$ cat src/rtl/mfp_adc_max10_sched_pkg.sv
// Shared types and constants for the MAX10 ADC conversion scheduler.
package mfp_adc_max10_pkg;

  localparam int ADC_DATA_W = 12;
  localparam int ADC_CHAN_W = 5;

  // MAX10 ADC special channels: on-die temperature sensor and "no channel".
  localparam logic [ADC_CHAN_W-1:0] CH_T    = 5'd17;
  localparam logic [ADC_CHAN_W-1:0] CH_NONE = 5'd18;

  typedef enum logic {
    S_IDLE = 1'b0,
    S_CMD  = 1'b1
  } sched_state_e;

endpackage

$ cat src/rtl/mfp_adc_max10_sched_if.sv
// MAX10 ADC IP command/response stream; master = scheduler, slave = ADC IP.
interface mfp_adc_max10_sched_if;
  import mfp_adc_max10_pkg::*;

  logic                  ADC_C_Valid;
  logic [ADC_CHAN_W-1:0] ADC_C_Channel;
  logic                  ADC_C_SOP;
  logic                  ADC_C_EOP;
  logic                  ADC_C_Ready;
  logic                  ADC_R_Valid;
  logic [ADC_CHAN_W-1:0] ADC_R_Channel;
  logic [ADC_DATA_W-1:0] ADC_R_Data;

  modport master (
    output ADC_C_Valid, ADC_C_Channel, ADC_C_SOP, ADC_C_EOP,
    input  ADC_C_Ready, ADC_R_Valid, ADC_R_Channel, ADC_R_Data
  );

  modport slave (
    input  ADC_C_Valid, ADC_C_Channel, ADC_C_SOP, ADC_C_EOP,
    output ADC_C_Ready, ADC_R_Valid, ADC_R_Channel, ADC_R_Data
  );

endinterface

$ cat src/rtl/mfp_adc_max10_sched_fifo.sv
// In-order tag FIFO: remembers which requester owns each outstanding conversion.
module mfp_adc_tag_fifo #(
  parameter int W     = 2,
  parameter int DEPTH = 4
) (
  input  logic                     clk,
  input  logic                     rst_n,
  input  logic                     i_push,
  input  logic [W-1:0]             i_data,
  input  logic                     i_pop,
  output logic [W-1:0]             o_data,
  output logic                     o_full,
  output logic                     o_empty,
  output logic [$clog2(DEPTH):0]   o_count
);

  localparam int AW = $clog2(DEPTH);

  logic [W-1:0]  r_mem [DEPTH];
  logic [AW-1:0] r_wr_ptr;
  logic [AW-1:0] r_rd_ptr;
  logic [AW:0]   r_count;
  logic          w_do_push;
  logic          w_do_pop;

  assign o_full    = (r_count == (AW+1)'(DEPTH));
  assign o_empty   = (r_count == '0);
  assign o_count   = r_count;
  assign o_data    = r_mem[r_rd_ptr];
  assign w_do_pop  = i_pop && !o_empty;
  assign w_do_push = i_push && (!o_full || w_do_pop);

  // NOTE: storage is deliberately not reset; only pointers and count define validity.
  always_ff @(posedge clk) begin
    if (w_do_push) r_mem[r_wr_ptr] <= i_data;
  end

  // NOTE: sequential state uses non-blocking assignments so every flop samples pre-edge values.
  always_ff @(posedge clk or negedge rst_n) begin
    if (!rst_n) begin
      r_wr_ptr <= '0;
      r_rd_ptr <= '0;
      r_count  <= '0;
    end else begin
      if (w_do_push) r_wr_ptr <= r_wr_ptr + 1'b1;
      if (w_do_pop)  r_rd_ptr <= r_rd_ptr + 1'b1;
      case ({w_do_push, w_do_pop})
        2'b10:   r_count <= r_count + 1'b1;
        2'b01:   r_count <= r_count - 1'b1;
        default: r_count <= r_count;
      endcase
    end
  end

endmodule

$ cat src/rtl/mfp_adc_max10_sched.sv
// Round-robin scheduler of single-sample requests onto the MAX10 ADC stream.
// Optional head-of-line timeout is enabled by defining ADC_SCHED_TIMEOUT_EN.
module mfp_adc_max10_sched
  import mfp_adc_max10_pkg::*;
#(
  parameter int NREQ    = 4,
  parameter int TAG_W   = 2,
  parameter int DEPTH   = 4,
  parameter int TIMEOUT = 1024
) (
  input  logic                       CLK,
  input  logic                       RESETn,
  input  logic [NREQ-1:0]            req_valid,
  input  logic [NREQ*ADC_CHAN_W-1:0] req_channel,
  output logic [NREQ-1:0]            req_ready,
  output logic [NREQ-1:0]            rsp_valid,
  output logic [ADC_DATA_W-1:0]      rsp_data,
  output logic [ADC_CHAN_W-1:0]      rsp_channel,
  output logic                       rsp_timeout,
  mfp_adc_max10_sched_if.master      adc,
  output logic                       busy,
  output logic                       err_spurious,
  input  logic                       err_clear
);

  sched_state_e          r_state;
  sched_state_e          w_state_nxt;
  logic                  r_cmd_valid;
  logic [TAG_W-1:0]      r_id;
  logic [ADC_CHAN_W-1:0] r_chan;
  logic [TAG_W-1:0]      r_rr_ptr;
  logic                  w_grant;
  logic                  w_accept;
  logic [TAG_W-1:0]      w_win;

  logic [TAG_W-1:0]      w_head;
  logic                  w_full;
  logic                  w_empty;
  logic [$clog2(DEPTH):0] w_count;
  logic                  w_pop_real;
  logic                  w_expire;
  logic                  w_pop;
  logic                  w_spurious;

  logic [NREQ-1:0]       r_rsp_valid;
  logic [ADC_DATA_W-1:0] r_rsp_data;
  logic [ADC_CHAN_W-1:0] r_rsp_channel;
  logic                  r_rsp_timeout;
  logic                  r_err_spurious;

  // First set bit at or after ptr, wrapping modulo NREQ.
  function automatic logic [TAG_W-1:0] rr_pick(input logic [NREQ-1:0] req,
                                              input logic [TAG_W-1:0] ptr);
    logic [TAG_W-1:0] pick;
    logic             found;
    int               idx;
    pick  = ptr;
    found = 1'b0;
    for (int i = 0; i < NREQ; i++) begin
      idx = (int'(ptr) + i) % NREQ;
      if (!found && req[idx]) begin
        pick  = TAG_W'(idx);
        found = 1'b1;
      end
    end
    return pick;
  endfunction

  assign w_win = rr_pick(req_valid, r_rr_ptr);

  // NOTE: every always_comb output gets a default first so no latch can be inferred.
  always_comb begin
    w_state_nxt = r_state;
    w_grant     = 1'b0;
    w_accept    = 1'b0;
    case (r_state)
      S_IDLE: if (|req_valid && !w_full) begin
        w_grant     = 1'b1;
        w_state_nxt = S_CMD;
      end
      S_CMD: if (adc.ADC_C_Ready) begin
        w_accept    = 1'b1;
        w_state_nxt = S_IDLE;
      end
      default: w_state_nxt = S_IDLE;
    endcase
  end

  always_ff @(posedge CLK or negedge RESETn) begin
    if (!RESETn) begin
      r_state     <= S_IDLE;
      r_cmd_valid <= 1'b0;
      r_id        <= '0;
      r_chan      <= '0;
      r_rr_ptr    <= '0;
    end else begin
      r_state     <= w_state_nxt;
      r_cmd_valid <= (w_state_nxt == S_CMD);
      if (w_grant) begin
        r_id   <= w_win;
        r_chan <= req_channel[ADC_CHAN_W*w_win +: ADC_CHAN_W];
      end
      if (w_accept)
        r_rr_ptr <= (r_id == TAG_W'(NREQ-1)) ? '0 : r_id + 1'b1;
    end
  end

  assign req_ready         = w_accept ? (NREQ'(1) << r_id) : '0;
  assign adc.ADC_C_Valid   = r_cmd_valid;
  assign adc.ADC_C_SOP     = r_cmd_valid;
  assign adc.ADC_C_EOP     = r_cmd_valid;
  assign adc.ADC_C_Channel = r_cmd_valid ? r_chan : '0;

  mfp_adc_tag_fifo #(
    .W     (TAG_W),
    .DEPTH (DEPTH)
  ) u_tag_fifo (
    .clk     (CLK),
    .rst_n   (RESETn),
    .i_push  (w_accept),
    .i_data  (r_id),
    .i_pop   (w_pop),
    .o_data  (w_head),
    .o_full  (w_full),
    .o_empty (w_empty),
    .o_count (w_count)
  );

  assign w_pop_real = adc.ADC_R_Valid && !w_empty;
  assign w_spurious = adc.ADC_R_Valid && w_empty;
  assign w_pop      = w_pop_real || w_expire;

`ifdef ADC_SCHED_TIMEOUT_EN
  localparam int TO_W = (TIMEOUT > 1) ? $clog2(TIMEOUT) : 1;
  logic [TO_W-1:0] r_to_cnt;

  // A real response arriving on the expiry cycle takes precedence.
  assign w_expire = !w_empty && !adc.ADC_R_Valid && (r_to_cnt == TO_W'(TIMEOUT-1));

  always_ff @(posedge CLK or negedge RESETn) begin
    if (!RESETn)               r_to_cnt <= '0;
    else if (w_empty || w_pop) r_to_cnt <= '0;
    else                       r_to_cnt <= r_to_cnt + 1'b1;
  end
`else
  assign w_expire = 1'b0;
`endif

  always_ff @(posedge CLK or negedge RESETn) begin
    if (!RESETn) begin
      r_rsp_valid    <= '0;
      r_rsp_data     <= '0;
      r_rsp_channel  <= '0;
      r_rsp_timeout  <= 1'b0;
      r_err_spurious <= 1'b0;
    end else begin
      r_rsp_valid   <= '0;
      r_rsp_timeout <= 1'b0;
      if (w_pop_real) begin
        r_rsp_valid   <= NREQ'(1) << w_head;
        r_rsp_data    <= adc.ADC_R_Data;
        r_rsp_channel <= adc.ADC_R_Channel;
      end else if (w_expire) begin
        r_rsp_valid   <= NREQ'(1) << w_head;
        r_rsp_data    <= '0;
        r_rsp_channel <= '0;
        r_rsp_timeout <= 1'b1;
      end
      if (w_spurious)     r_err_spurious <= 1'b1;
      else if (err_clear) r_err_spurious <= 1'b0;
    end
  end

  assign rsp_valid    = r_rsp_valid;
  assign rsp_data     = r_rsp_data;
  assign rsp_channel  = r_rsp_channel;
  assign rsp_timeout  = r_rsp_timeout;
  assign err_spurious = r_err_spurious;
  assign busy         = (r_state == S_CMD) || (w_count != '0);

endmodule
$ cat src/flat_wrapper.sv
// flat-port wrapper written by rule: the top's interface ports become plain ports
module mfp_adc_max10_sched_flat import mfp_adc_max10_pkg::*;
#(
  parameter int NREQ    = 4,
  parameter int TAG_W   = 2,
  parameter int DEPTH   = 4,
  parameter int TIMEOUT = 1024
)
  (CLK, RESETn, req_valid, req_channel, req_ready, rsp_valid, rsp_data, rsp_channel, rsp_timeout, busy, err_spurious, err_clear, adc_ADC_C_Valid, adc_ADC_C_Channel, adc_ADC_C_SOP, adc_ADC_C_EOP, adc_ADC_C_Ready, adc_ADC_R_Valid, adc_ADC_R_Channel, adc_ADC_R_Data);
  mfp_adc_max10_sched_if adc_i ();
  input  logic CLK;
  input  logic RESETn;
  input  logic [NREQ-1:0] req_valid;
  input  logic [NREQ*ADC_CHAN_W-1:0] req_channel;
  output logic [NREQ-1:0] req_ready;
  output logic [NREQ-1:0] rsp_valid;
  output logic [ADC_DATA_W-1:0] rsp_data;
  output logic [ADC_CHAN_W-1:0] rsp_channel;
  output logic rsp_timeout;
  output logic busy;
  output logic err_spurious;
  input  logic err_clear;
  output wire logic [$bits(adc_i.ADC_C_Valid)-1:0] adc_ADC_C_Valid;
  output wire logic [$bits(adc_i.ADC_C_Channel)-1:0] adc_ADC_C_Channel;
  output wire logic [$bits(adc_i.ADC_C_SOP)-1:0] adc_ADC_C_SOP;
  output wire logic [$bits(adc_i.ADC_C_EOP)-1:0] adc_ADC_C_EOP;
  input wire logic [$bits(adc_i.ADC_C_Ready)-1:0] adc_ADC_C_Ready;
  input wire logic [$bits(adc_i.ADC_R_Valid)-1:0] adc_ADC_R_Valid;
  input wire logic [$bits(adc_i.ADC_R_Channel)-1:0] adc_ADC_R_Channel;
  input wire logic [$bits(adc_i.ADC_R_Data)-1:0] adc_ADC_R_Data;
  assign adc_ADC_C_Valid = adc_i.ADC_C_Valid;
  assign adc_ADC_C_Channel = adc_i.ADC_C_Channel;
  assign adc_ADC_C_SOP = adc_i.ADC_C_SOP;
  assign adc_ADC_C_EOP = adc_i.ADC_C_EOP;
  assign adc_i.ADC_C_Ready = adc_ADC_C_Ready;
  assign adc_i.ADC_R_Valid = adc_ADC_R_Valid;
  assign adc_i.ADC_R_Channel = adc_ADC_R_Channel;
  assign adc_i.ADC_R_Data = adc_ADC_R_Data;
  mfp_adc_max10_sched #(.NREQ(NREQ), .TAG_W(TAG_W), .DEPTH(DEPTH), .TIMEOUT(TIMEOUT)) u_core (.CLK(CLK), .RESETn(RESETn), .req_valid(req_valid), .req_channel(req_channel), .req_ready(req_ready), .rsp_valid(rsp_valid), .rsp_data(rsp_data), .rsp_channel(rsp_channel), .rsp_timeout(rsp_timeout), .adc(adc_i), .busy(busy), .err_spurious(err_spurious), .err_clear(err_clear));
endmodule
$ cat config.mk
export PLATFORM = sky130hd
export DESIGN_NAME = mfp_adc_max10_sched_flat
export DESIGN_NICKNAME = d
export VERILOG_FILES = /design/src/rtl/mfp_adc_max10_sched_pkg.sv /design/src/rtl/mfp_adc_max10_sched_if.sv /design/src/rtl/mfp_adc_max10_sched_fifo.sv /design/src/rtl/mfp_adc_max10_sched.sv /design/src/flat_wrapper.sv
export SDC_FILE = /design/constraint.sdc
export NUM_CORES = 1
export LEC_CHECK = 0
export CAP_MARGIN = 20
export CELL_PAD_IN_SITES_DETAIL_PLACEMENT = 2
export CELL_PAD_IN_SITES_GLOBAL_PLACEMENT = 2
export CORE_MARGIN = 2
export CORE_UTILIZATION = 24
export CTS_CLUSTER_DIAMETER = 150
export DETAILED_ROUTE_END_ITERATION = 10
export GPL_ROUTABILITY_DRIVEN = 0
export GPL_TIMING_DRIVEN = 0
export PLACE_DENSITY = 0.75
export SKIP_CTS_REPAIR_TIMING = 1
export SLEW_MARGIN = 20
export SYNTH_ARGS = -nofsm -noshare
export SYNTH_HDL_FRONTEND = slang
export SYNTH_SLANG_ARGS = --single-unit
$ cat constraint.sdc
create_clock -name CLK -period 1.7 [get_ports CLK]
set_clock_uncertainty 0.1 [all_clocks]
set_input_delay 0.17 -clock CLK [delete_from_list [all_inputs] [get_ports CLK]]
set_output_delay 0.17 -clock CLK [all_outputs]
set_load 0.01 [all_outputs]
# Yosys cells after proc, flatten, opt, wreduce, memory -nomap -nowiden

Memories as Yosys holds them, arrays and structs flattened.
Index checks and enable logic that the tools add are counted.

Register bits: 39
Memory bits (writable): 8
Input bits: 46
Output and inout port bits: 36
Memories: 1

Memory list:

| memory                  | depth | bits a word | rd ports | clocked after Yosys merged registers in | wr ports | line                           | source |
|---|---|---|---|---|---|---|---|
| u_core.u_tag_fifo.r_mem | 4     | 2           | 1        | 0                                       | 1        | mfp_adc_max10_sched_fifo.sv:19 | `logic [W-1:0] r_mem [DEPTH];` |

Add/sub/neg operators: 8
$mul: 1
$lt $le $gt $ge: 4
Eq/ne operators: 4
Shifts and indexed selects: 3
Muxes and demuxes: 32
Bitwise operators: 4
Reduce and logical (&&, ||, !) cells: 23

Operators with widths:

| operator                                                                      | count |
|---|---|
| 20-bit by 6-bit variable part select with 5-bit output                        | 1 |
| 1-bit 2-to-1 mux                                                              | 19 |
| 3-bit by 4-bit less-than comparator with 1-bit output (second input constant) | 3 |
| 2-bit by 1-bit adder with 2-bit output (second input constant)                | 4 |
| 1-bit binary-select mux with 2-bit select                                     | 4 |
| 1-bit logical AND                                                             | 8 |
| 2-bit 2-to-1 mux                                                              | 4 |
| 4-bit 2-to-1 mux                                                              | 2 |
| 1-bit by 2-bit left shift with 4-bit output (first input constant)            | 2 |
| 3-bit case mux with 2 select lines                                            | 1 |
| 2-bit OR reduction                                                            | 3 |
| 1-bit zero test                                                               | 5 |
| 3-bit by 2-bit multiplier with 5-bit output (first input constant)            | 1 |
| 5-bit 2-to-1 mux                                                              | 1 |
| 2-bit adder (second input constant)                                           | 2 |
| 2-bit == test (second input constant)                                         | 2 |
| 2-bit nonzero test                                                            | 2 |
| 4-bit OR reduction                                                            | 1 |
| 3-bit by 1-bit adder with 3-bit output (second input constant)                | 1 |
| 1-bit AND (first input constant)                                              | 3 |
| 3-bit == test (second input constant)                                         | 1 |
| 3-bit zero test                                                               | 1 |
| 2-bit by 3-bit less-than comparator with 1-bit output (second input constant) | 1 |
| 3-bit nonzero test                                                            | 1 |
| other kinds (5)                                                               | 6 |

# Longest topological paths before layout

Word-level depth: 16
Gate-level depth with buffers: 7

# Modules after synthesis

A second synthesis with hierarchy kept.

Cell total of the unflattened synthesis: 205
Area, all modules: 2447.3 µm²

By module, submodules not included:

| module              | instances | cells each | area an instance (µm²) | seq. area each (µm²) |
|---|---|---|---|---|
| mfp_adc_max10_sched | 1         | 141        | 1624.1                 | 800.8 |
| mfp_adc_tag_fifo    | 1         | 64         | 823.3                  | 415.4 |

# Worst setup path before layout

No wires, ideal clock.

Path type: register to register
Start point: reg u_core.u_tag_fifo.r_count[1], in the netlist u_core.u_tag_fifo.o_count[1]
End point: reg u_core.u_tag_fifo.r_count[1], in the netlist u_core.u_tag_fifo.o_count[1]
Library setup time: 0.083 ns
Arrival: 1.466 ns
Required time: 1.517 ns
Slack: 0.051 ns
Stages on the path, launching flop included: 6
Buffers on the path: 0
Clock period less this slack: 1.649 ns
Cell sequence: dfrtp_1 -> o31ai_2 -> a21oi_1 -> inv_1 -> fa_1 -> o21ai_0

Longest elaborated chain between the ends: 8
Elaborated cells on any way between the ends: 14

Ends and longest elaborated chain:

| what                                                                             | line                                                       | source |
|---|---|---|
| start: declaration                                                               | mfp_adc_max10_sched_fifo.sv:22                             | `logic [AW:0] r_count;` |
| start signal: assignment                                                         | mfp_adc_max10_sched_fifo.sv:48                             | `2'b10: r_count <= r_count + 1'b1;` |
| start signal: assignment                                                         | mfp_adc_max10_sched_fifo.sv:49                             | `2'b01: r_count <= r_count - 1'b1;` |
| start signal: assignment                                                         | mfp_adc_max10_sched_fifo.sv:50                             | `default: r_count <= r_count;` |
| 3-bit zero test                                                                  | mfp_adc_max10_sched_fifo.sv:27                             | `assign o_empty = (r_count == '0);` |
| 1-bit zero test                                                                  | mfp_adc_max10_sched_fifo.sv:30, mfp_adc_max10_sched.sv:129 |  |
| 1-bit logical AND                                                                | mfp_adc_max10_sched.sv:129                                 | `assign w_pop_real = adc.ADC_R_Valid && !w_empty;` |
| 1-bit logical AND                                                                | mfp_adc_max10_sched_fifo.sv:30                             | `assign w_do_pop = i_pop && !o_empty;` |
| 1-bit logical OR                                                                 | mfp_adc_max10_sched_fifo.sv:31                             | `assign w_do_push = i_push && (!o_full \|\| w_do_pop);` |
| 1-bit logical AND                                                                | mfp_adc_max10_sched_fifo.sv:31                             |  |
| 2-bit by 1-bit == test with 1-bit output / 2-bit == test (equally long branches) | mfp_adc_max10_sched_fifo.sv:47                             | `case ({w_do_push, w_do_pop})` |
| 3-bit case mux with 2 select lines / 2-bit nonzero test (equally long branches)  | -                                                          |  |

Several ways; a longest one is shown, not always the timed one.
A chain may end at the register's enable or synchronous reset.

# Worst setup path in the final report

Same ends and word-level chain as after synthesis.

==> run_results.csv <==
group,metric,value,unit
floorplan,rows,35,
logic_synthesis,synthAdderAreaFrac,0.05195,
setup_path,critPathKind,"flop to flop",
setup_path,cp_cell_sequence,"buf_6 -> o31ai_4 -> a21oi_2 -> inv_1 -> fa_2 -> o21ai_1",
drt,routed_via_density,4.191,
logic_synthesis,synth_mux_area_frac,0.06764,
logic_synthesis,syn_area,2312,µm²
floorplan,initial_utilization,0.2491,
placement,dp_hpwl,4.885,mm
setup_path,path_delay_family,"compound AO/OA/AOI/OAI gates",
floorplan,die-area,10440,µm²
floorplan,coreArea,9284,µm²
drt,drt_iter0_drc,12,
drt,first_pass_iters,4,
outcome,outcome,"finished with violations",
sta,rsz0062_at_grt,"true",
placement,io_buffers,80,
setup_path,worstSetupStartpointType,"flop",
logic_synthesis,netlist_top_cells_count,"nand2_1, dfrtp_1, inv_1, nor2_1",
setup_path,cpMaxStageDelayCell,"dfrtp_2",
sta,period_minus_slack,1.770,ns
drt,routed_wirelength,6.588,mm
logic_synthesis,synthXorXnorAreaFrac,0.01894,
logic_synthesis,synth_top_area_frac,0.4221,
sta,fin_crit_sh,1.041,
logic_synthesis,synth_compound_area_frac,0.08009,
power,power_density,1591,nW/µm²
logic_synthesis,netlist_instances,219,
logic_synthesis,avgSynthCellArea,10.56,µm²
logic_synthesis,yosysWarnings,0,
setup_path,worstPathArrival,1.89,ns
logic_synthesis,ys_ff_latch,47,
sta,max_freq,564.9,MHz
logic_synthesis,ys_seq_area_frac,0.5260,
power,finalPower,0.005844,W
floorplan,die_height,102.2,µm
setup_path,crit_buf_inv,2,
setup_path,max_stage_delay,0.45,ns
drt,remaining_drc_errors,0,
min_path,hold_class,"input port to flop",
sta,fin_ws,-0.07029,ns
sta,final_max_slew_viol_count,0,
logic_synthesis,synth.top_cells.by_area,"dfrtp_1, edfxtp_1, nand2_1",
clock_network,cts-root-buf,"clkbuf_8",
logic_synthesis,ys.flop_type,"dfrtp_1",
clock_network,clock_path_buffers,2,
clock_network,cts_tree,"built",
clock_network,cts.sinks,47,
cells_and_area,layout.nets,381,
clock_network,clk-insertion-delay-late,0.30,ns
grt,antenna_found_initial,0,
logic_synthesis,synthesis.nets,274,
drt,drtAntennaViolNets,0,
logic_synthesis,synth_cell_types,38,
logic_synthesis,synth_simple_gate_area_frac,0.2078,
logic_synthesis,synth_top_family_by_area,"simple AND/OR/NAND/NOR gates",
clock_network,htreeDepth,2,
cells_and_area,syn_to_final_growth,58.87,%
clock_network,numCtsBuffers,5,
grt,grt_max_degree,26,
logic_synthesis,synth_edf_count,8,
setup_path,r2r_slack,-0.07,ns
cells_and_area,fin_util,0.3957,
drt,vias,1911,
placement,dpl_cell_area,3289,µm²
placement,dp.cells,429,
logic_synthesis,synthArstFlopShare,0.8298,
power,vdd_drop_max,0.5096,mV
grt,track_usage,0.1208,
clock_network,path_clk_slew,0.09,ns
grt,grt_pass1_wl,9.763,mm
power,power.leakage,1.764,nW
run,maxCapViolCount,0,
setup_path,endpoint_kind,"flop",
logic_synthesis,synth_most_common_cell,"nand2_1",
sta,hold_violations,0,
grt,grt_pass1_vias,2035,
setup_path,critPathMaxFanout,3,
cells_and_area,final_area,3674,µm²
cells_and_area,fin_cells,456,
floorplan,io-pin-count,82,
sta,setup_viol,2,
outcome,violations,"negative setup slack",
grt,overflow,0,
drt,wl_per_cell,14.45,µm
logic_synthesis,yosysTopAreaCell,"dfrtp_1",
cells_and_area,diodes,0,
setup_path,cp.required,1.82,ns
cells_and_area,drive_gt1_frac,0.2202,
placement,pre_cts_ws,-0.3853,ns
floorplan,die_w,102.2,µm
[sequential cells by signal, indices dropped and copies added (netlist names)]
signal / cells
u_core.u_tag_fifo.r_rd_ptr: 2
u_core.r_id: 2
u_core.err_spurious: 1
u_core.rsp_data: 12
u_core.u_tag_fifo.r_mem: 8
u_core.rsp_channel: 5
u_core.r_rr_ptr: 2
u_core.r_chan: 5
u_core.rsp_valid: 4
u_core.u_tag_fifo.o_count: 3
u_core.r_state: 1
u_core.u_tag_fifo.r_wr_ptr: 2
[cell type report]
type                    count  area (µm²)
fillers                  1017        5610
flip-flops and latches     47        1225
multi-input cells         151        1066
repair buffers            101        1002
well taps                 129       161.4
clock buffers               5       68.82
plain buffers               9       62.56
clock inverters             3       43.79
inverters                  11       43.79
[metal layers]
metal / global-route usage / wire length (µm) / vias up
met3: 0.03625 / 421 / 5
met4: 0.03385 / 65 / 0
li1: - / - / 933
met1: 0.1405 / 2762 / 912
met2: 0.2156 / 3339 / 61
met5: 0 / 0 / -
[placed cells by master (no fill, tap or decap), types with 2 or more instances in the layout]
cell	synthesis	routed
dlymetal6s2s_1	0	15
buf_2	1	3
ha_1	8	7
xnor2_1	4	4
clkbuf_2	0	3
nor2_1	11	11
buf_6	2	3
clkdlybuf4s50_1	0	61
dfrtp_2	0	7
inv_1	11	10
a21oi_1	4	2
mux4_2	2	2
mux2i_1	10	10
o21ai_0	6	4
dfrtp_1	39	32
edfxtp_1	8	8
nand2_1	62	62
a21oi_2	1	2
buf_4	3	19
and2_1	10	9
a221oi_2	5	5
o21ai_1	3	4
and3_1	5	5
clkbuf_8	0	5
[per-stage QoR]
step	hold WS, ns	TNS (ns)
6_report	0.1535	-0.07041
5_1_grt	0.1661	-0.5391
4_1_cts	-0.3046	-6.728
3_5_place_dp	0.02207	-7.612
3_3_place_gp	0.3572	-35.68
2_1_floorplan	-0.2256	0
[path summary, 6_finish.rpt]
path / from / to / depth (start not counted)
worst max register to register: u_core.u_tag_fifo.o_count[1] / u_core.u_tag_fifo.o_count[1] / 6
worst min register to register: u_core.rsp_data[11] / u_core.rsp_data[11] / 2
min in group asynchronous: RESETn / u_core.u_tag_fifo.r_rd_ptr[1] / 2
worst max-delay path: u_core.u_tag_fifo.o_count[1] / u_core.u_tag_fifo.o_count[1] / 6
worst min-delay path: adc_ADC_R_Valid / u_core.err_spurious / 3
max in group asynchronous: RESETn / u_core.u_tag_fifo.o_count[1] / 3
[cells by family (layout without fill, tap and decap cells)]
| kind of cell | after synthesis | after routing |
|---|---|---|
| simple gates | 100 | 100 |
| flops | 47 | 47 |
| compound gates | 23 | 23 |
| buf+inv | 21 | 129 |
| mux | 13 | 13 |
| fa+ha+maj | 9 | 9 |
| xor+xnor | 5 | 5 |
| other cells | 1 | 1 |
[power breakdown]
| group | internal [W] | leakage [nW] | switching [W] |
|---|---|---|---|
| clock network | 0.000438 | 0.0581 | 0.000384 |
| logic | 0.00165 | 1.17 | 0.00142 |
| registers | 0.00162 | 0.540 | 0.000335 |
[worst reg2reg max path, stage by stage (launching register included)]
cell and delay (ns):
dfrtp_2 0.45, buf_6 0.13, o31ai_4 0.24, a21oi_2 0.08, inv_1 0.09, fa_2 0.44, o21ai_1 0.16
(Power assumes the default switching activity.)
==> edit 1, RTL diff (same flow settings) <==
Register the output `err_spurious` once more, with the module's reset; this adds one clock of latency there. The other outputs are not delayed to match.
--- a/src/rtl/mfp_adc_max10_sched.sv
+++ b/src/rtl/mfp_adc_max10_sched.sv
@@ -175,7 +175,13 @@
   assign rsp_data     = r_rsp_data;
   assign rsp_channel  = r_rsp_channel;
   assign rsp_timeout  = r_rsp_timeout;
-  assign err_spurious = r_err_spurious;
+  always_ff @(posedge CLK or negedge RESETn) begin
+    if (!RESETn) begin
+      err_spurious <= '0;
+    end else begin
+      err_spurious <= r_err_spurious;
+    end
+  end
   assign busy         = (r_state == S_CMD) || (w_count != '0);
 
 endmodule
Function: changed (Yosys sat finds a counterexample within 4 cycles, from zero or initial values and one cycle with RESETn low).
==> edit 1 against the unedited design <==
The flow still finishes with violations (setup timing). Wire length up 4.3%. Combinational power increased by 1%. Global-route usage rose by 0.29 points. Total power grew 1.9%. Design area increased by 1.5%. Worst setup slack better by 0.0071 ns. Sequential cell count increased by 1. Via count rose by 2.8%. Worst hold slack better by 0.080 ns. Maximum frequency grew 0.40%. Sequential share of layout area up 0.17 points. Area after synthesis up 1.1%. Critical endpoint unchanged. Largest power group unchanged.
==> edit 1: results <==
<?xml version="1.0" encoding="UTF-8"?>
<metrics>
  <group name="global_routing">
    <metric name="grt_max_degree" unit="">22</metric>
    <metric name="gr-usage-all-layers" unit="">0.124</metric>
    <metric name="grt_pass1_wl" unit="mm">10.0</metric>
    <metric name="first_global_vias" unit="">2102</metric>
    <metric name="gr-usage-met3" unit="">0.0217</metric>
    <metric name="grt_antenna_before_repair" unit="">0</metric>
    <metric name="grtUsageMet1" unit="">0.145</metric>
    <metric name="grt_use_met2" unit="">0.224</metric>
  </group>
  <group name="final_layout">
    <metric name="fill_cells" unit="">1045</metric>
    <metric name="final_net_count" unit="">382</metric>
    <metric name="largest_register_ff_count" unit="">12</metric>
    <metric name="post_route_cells_drive_above_1_share" unit="">0.220</metric>
  </group>
  <group name="min_path">
    <metric name="holdCritPathClass" unit="">in2reg</metric>
  </group>
  <group name="drt">
    <metric name="drt_first_iter_violations" unit="">29</metric>
    <metric name="met3_wl" unit="um">307</metric>
    <metric name="total_wire_length_after_detailed_routing" unit="mm">6.87</metric>
    <metric name="wl_met1" unit="mm">2.79</metric>
    <metric name="detail_route.vias_per_cell" unit="">4.26</metric>
    <metric name="via_count" unit="">1964</metric>
    <metric name="dr_wl_met2" unit="mm">3.65</metric>
  </group>
  <group name="logic_synthesis">
    <metric name="adder_and_majority_gate_portion_of_the_synthesized_area" unit="">0.0514</metric>
    <metric name="syn-instance-count" unit="">220</metric>
    <metric name="synth_mux_area_frac" unit="">0.0669</metric>
    <metric name="synth-compound-area-share" unit="">0.0792</metric>
    <metric name="ys_async_sr_fraction" unit="">0.833</metric>
    <metric name="synth-xor-area-share" unit="">0.0187</metric>
    <metric name="synth.yosys.seq_area_share" unit="">0.531</metric>
    <metric name="synth.area.top_cells" unit="">dfrtp_1 (43%), edfxtp_1 (10%), nand2_1 (10%), ha_1 (4.3%), mux2i_1 (4.3%)</metric>
    <metric name="postSynthNetCount" unit="">275</metric>
    <metric name="synth.top_cells.by_count" unit="">nand2_1 (62), dfrtp_1 (40), inv_1 (11), nor2_1 (11)</metric>
  </group>
  <group name="power_and_ir_drop">
    <metric name="vdd_drop_max" unit="mV">0.629</metric>
    <metric name="power_clock" unit="mW">0.842</metric>
    <metric name="switching_power" unit="mW">2.20</metric>
    <metric name="share_seq_of_total_power" unit="">0.339</metric>
    <metric name="powerSeq" unit="mW">2.02</metric>
    <metric name="cellLeakagePower" unit="nW">1.82</metric>
  </group>
  <group name="run_status">
    <metric name="run_status" unit="">complete, but fails checks</metric>
    <metric name="violations" unit="">setup timing</metric>
  </group>
  <group name="placed_design">
    <metric name="hpwl" unit="mm">4.79</metric>
    <metric name="place.detailed.instances" unit="">434</metric>
    <metric name="dp_slack" unit="ns">-0.354</metric>
  </group>
  <group name="clock_tree">
    <metric name="worstSkewPairLatency" unit="ns">0.30</metric>
  </group>
  <group name="timing">
    <metric name="setup_slack" unit="ns">-0.0632</metric>
    <metric name="report.final.setup_viol" unit="">2</metric>
  </group>
  <group name="worst_setup_path">
    <metric name="crit_fanout" unit="">4</metric>
  </group>
</metrics>
==> edit 1: changes by cell type in the layout (fill, tap and decap cells not counted), moves of 2 or more <==
| cell | delta |
|---|---|
| o21ai_1 | -3 |
| buf_4 | +3 |
| buf_6 | -2 |
| o21ai_2 | +3 |
==> edit 1: per-stage QoR <==
stage          hold WS, ns  setup TNS, ns  area [sq um]  utilization
3_5_place_dp         0.101          -8.53          3330        0.347
4_1_cts             -0.239          -6.87          3440        0.358
3_3_place_gp         0.259         -37.35          3300        0.344
2_1_floorplan       -0.226              0          2340            -
5_1_grt              0.283         -0.213          3730        0.389
6_report             0.233        -0.0670          3730        0.389
==> edit 1: final timing paths <==
check,start,endpoint,cells after the start
worst min-delay path,adc_ADC_C_Ready,u_core.r_state$_DFF_PN0_,2
min in group asynchronous,RESETn,u_core.rsp_channel[4]$_DFFE_PN0P_,2
worst max register to register,u_core.u_tag_fifo.o_count[2]$_DFFE_PN0P_,u_core.u_tag_fifo.o_count[1]$_DFFE_PN0P_,5
worst max-delay path,u_core.u_tag_fifo.o_count[2]$_DFFE_PN0P_,u_core.u_tag_fifo.o_count[1]$_DFFE_PN0P_,5
max in group asynchronous,RESETn,u_core.u_tag_fifo.o_count[1]$_DFFE_PN0P_,3
worst min register to register,u_core.r_err_spurious$_DFFE_PN0P_,u_core.err_spurious$_DFF_PN0_,0
==> edit 1: area by class of cell <==
type	count	area, sq um	share of cell area
Buffer	10	75.1	0.0201
Clock buffer	5	68.8	0.0185
Clock inverter	3	42.5	0.0114
Timing Repair Buffer	100	1000	0.269
Tap cell	133	166	0.0446
Multi-Input combinational cell	151	1080	0.290
Inverter	11	41.3	0.0111
Sequential cell	48	1250	0.335
==> edit 2, RTL diff (same settings) <==
Without the edit above. `TAG_W` is set to 2 in 2 places; all go to 4.
--- a/src/rtl/mfp_adc_max10_sched.sv
+++ b/src/rtl/mfp_adc_max10_sched.sv
@@ -4,7 +4,7 @@
   import mfp_adc_max10_pkg::*;
 #(
   parameter int NREQ    = 4,
-  parameter int TAG_W   = 2,
+  parameter int TAG_W   = 4,
   parameter int DEPTH   = 4,
   parameter int TIMEOUT = 1024
 ) (
--- a/src/flat_wrapper.sv
+++ b/src/flat_wrapper.sv
@@ -2,7 +2,7 @@
 module mfp_adc_max10_sched_flat import mfp_adc_max10_pkg::*;
 #(
   parameter int NREQ    = 4,
-  parameter int TAG_W   = 2,
+  parameter int TAG_W   = 4,
   parameter int DEPTH   = 4,
   parameter int TIMEOUT = 1024
 )
Function: no difference found for any inputs over 4 cycles, from zero or initial values and one cycle with RESETn low; that may be too few to reach the edited logic, so the function may still have changed.
==> edit 2 against the unedited design <==
The run still ends with setup timing left. Sequential cell count up 10. Worst setup slack improved by 0.015 ns. Largest power group unchanged. Wire length up 15%. First-iteration DRC count grew to 3.8 times the old value. Total power rose by 8.2%. Highest routed layer unchanged. Area after synthesis rose by 11%. Design area increased by 13%.
==> edit 2: results <==
<?xml version="1.0" encoding="UTF-8"?>
<metrics>
  <group name="timing">
    <metric name="setup_slack" unit="ns">-0.0553</metric>
    <metric name="report.final.setup_viol" unit="">15</metric>
  </group>
  <group name="clock_tree">
    <metric name="tritoncts_buffer_count" unit="">9</metric>
    <metric name="clk_transition_reported_paths" unit="ns">0.07</metric>
  </group>
  <group name="placed_design">
    <metric name="hpwl" unit="mm">4.83</metric>
    <metric name="place.detailed.instances" unit="">417</metric>
  </group>
  <group name="logic_synthesis">
    <metric name="synth_enable_flop_cells" unit="">16</metric>
    <metric name="synth.area.top_cells" unit="">dfrtp_1 (40%), edfxtp_1 (19%), mux2_1 (8.4%), mux2i_1 (4.3%), and2_1 (2.7%)</metric>
    <metric name="synth.top_cells.by_count" unit="">dfrtp_1 (41), mux2_1 (19), edfxtp_1 (16), nand2_1 (15), inv_1 (13)</metric>
    <metric name="synth.yosys.seq_area_share" unit="">0.589</metric>
    <metric name="postSynthNetCount" unit="">252</metric>
    <metric name="ys_async_sr_fraction" unit="">0.719</metric>
  </group>
  <group name="min_path">
    <metric name="min_path_cells" unit="">2</metric>
  </group>
  <group name="run_status">
    <metric name="run_status" unit="">complete, but fails checks</metric>
    <metric name="violations" unit="">setup timing</metric>
  </group>
  <group name="final_layout">
    <metric name="post_route_cells_drive_above_1_share" unit="">0.291</metric>
    <metric name="largest_register_ff_count" unit="">16</metric>
  </group>
  <group name="global_routing">
    <metric name="grt_pass1_wl" unit="mm">10.3</metric>
  </group>
  <group name="power_and_ir_drop">
    <metric name="cellLeakagePower" unit="nW">1.80</metric>
    <metric name="vdd_drop_max" unit="mV">0.512</metric>
  </group>
  <group name="drt">
    <metric name="drt_first_iter_violations" unit="">45</metric>
    <metric name="met3_wl" unit="um">467</metric>
    <metric name="detail_route.vias_per_cell" unit="">4.33</metric>
    <metric name="via_count" unit="">1957</metric>
  </group>
  <group name="worst_setup_path">
    <metric name="critical-path-max-stage-delay" unit="ns">0.48</metric>
    <metric name="r2r_cells" unit="">5</metric>
  </group>
</metrics>
==> edit 2: changes by cell type after synthesis, moves of 4 or more <==
cell	change
nand2_1	-47
a221oi_2	-5
and3_1	-4
mux2_1	+19
nor3b_1	+4
o21ai_0	-4
edfxtp_1	+8
nor2_1	-6
o221ai_1	+5
==> edit 2: worst max-delay path: cells and delay by family (launching register included) <==
| family | cells | cell delay (ns) |
|---|---|---|
| mux | 1 | 0.13 |
| compound gates | 2 | 0.49 |
| buf+inv | 1 | 0.07 |
| flops | 1 | 0.48 |
| fa+ha+maj | 1 | 0.41 |
==> edit 2: area by class of cell <==
| class | instances | area, sq um |
|---|---|---|
| flip-flops and latches | 57 | 1520 |
| clock buffers | 11 | 131 |
| well taps | 136 | 170 |
| clock inverters | 5 | 23.8 |
| inverters | 13 | 48.8 |
| plain buffers | 8 | 93.8 |
| fillers | 1051 | 6180 |
| multi-input cells | 121 | 1160 |
| repair buffers | 101 | 1010 |
==> edit 2: kinds of logic after synthesis <==
| logic type | Yosys count | synth area share |
|---|---|---|
| flip-flops | 57 | 0.589 |
| buffers and inverters | 23 | 0.0426 |
| adder cells (fa/ha/maj) | 6 | 0.0323 |
| XOR/XNOR | 5 | 0.0171 |
| AND/OR/NAND/NOR | 50 | 0.102 |
| AO/OA/AOI/OAI | 26 | 0.0705 |
| other | 1 | 0.00147 |
| multiplexers | 32 | 0.144 |
==> edit 2: final timing paths <==
kind | startpoint | end | slack [ns]
max | u_core.u_tag_fifo.o_count[0]$_DFFE_PN0P_ | u_core.u_tag_fifo.o_count[1]$_DFFE_PN0P_ | -0.06
min | adc_ADC_C_Ready | u_core.r_state$_DFF_PN0_ | 0.20
max reg2reg | u_core.u_tag_fifo.o_count[0]$_DFFE_PN0P_ | u_core.u_tag_fifo.o_count[1]$_DFFE_PN0P_ | -0.06
min reg2reg | u_core.r_chan[0]$_DFFE_PN0P_ | u_core.r_chan[0]$_DFFE_PN0P_ | 0.39
max in group asynchronous | RESETn | u_core.r_rr_ptr[1]$_DFFE_PN0P_ | 0.80
min in group asynchronous | RESETn | u_core.rsp_data[2]$_DFFE_PN0P_ | 0.21
==> edit 2: report_power, final <==
group          switching (mW)  internal (mW)  leakage, nW
clock                   0.517          0.512       0.0758
sequential              0.428           1.89        0.627
combinational            1.30           1.68         1.10
total                    2.24           4.08         1.80
==> edit 2: through the flow <==
stage          total power, mW  cell area [sq um]
6_report                  6.32               4150
5_1_grt                   6.76               4150
4_1_cts                   5.64               3720
3_5_place_dp              4.58               3560
3_3_place_gp              4.44               3550
2_1_floorplan             3.49               2580
==> edit 2: routing by layer <==
layer	vias to the layer above	global-route usage
li1	922	-
met1	966	0.136
met5	-	0
met2	62	0.199
met3	7	0.0474
met4	0	0.0445
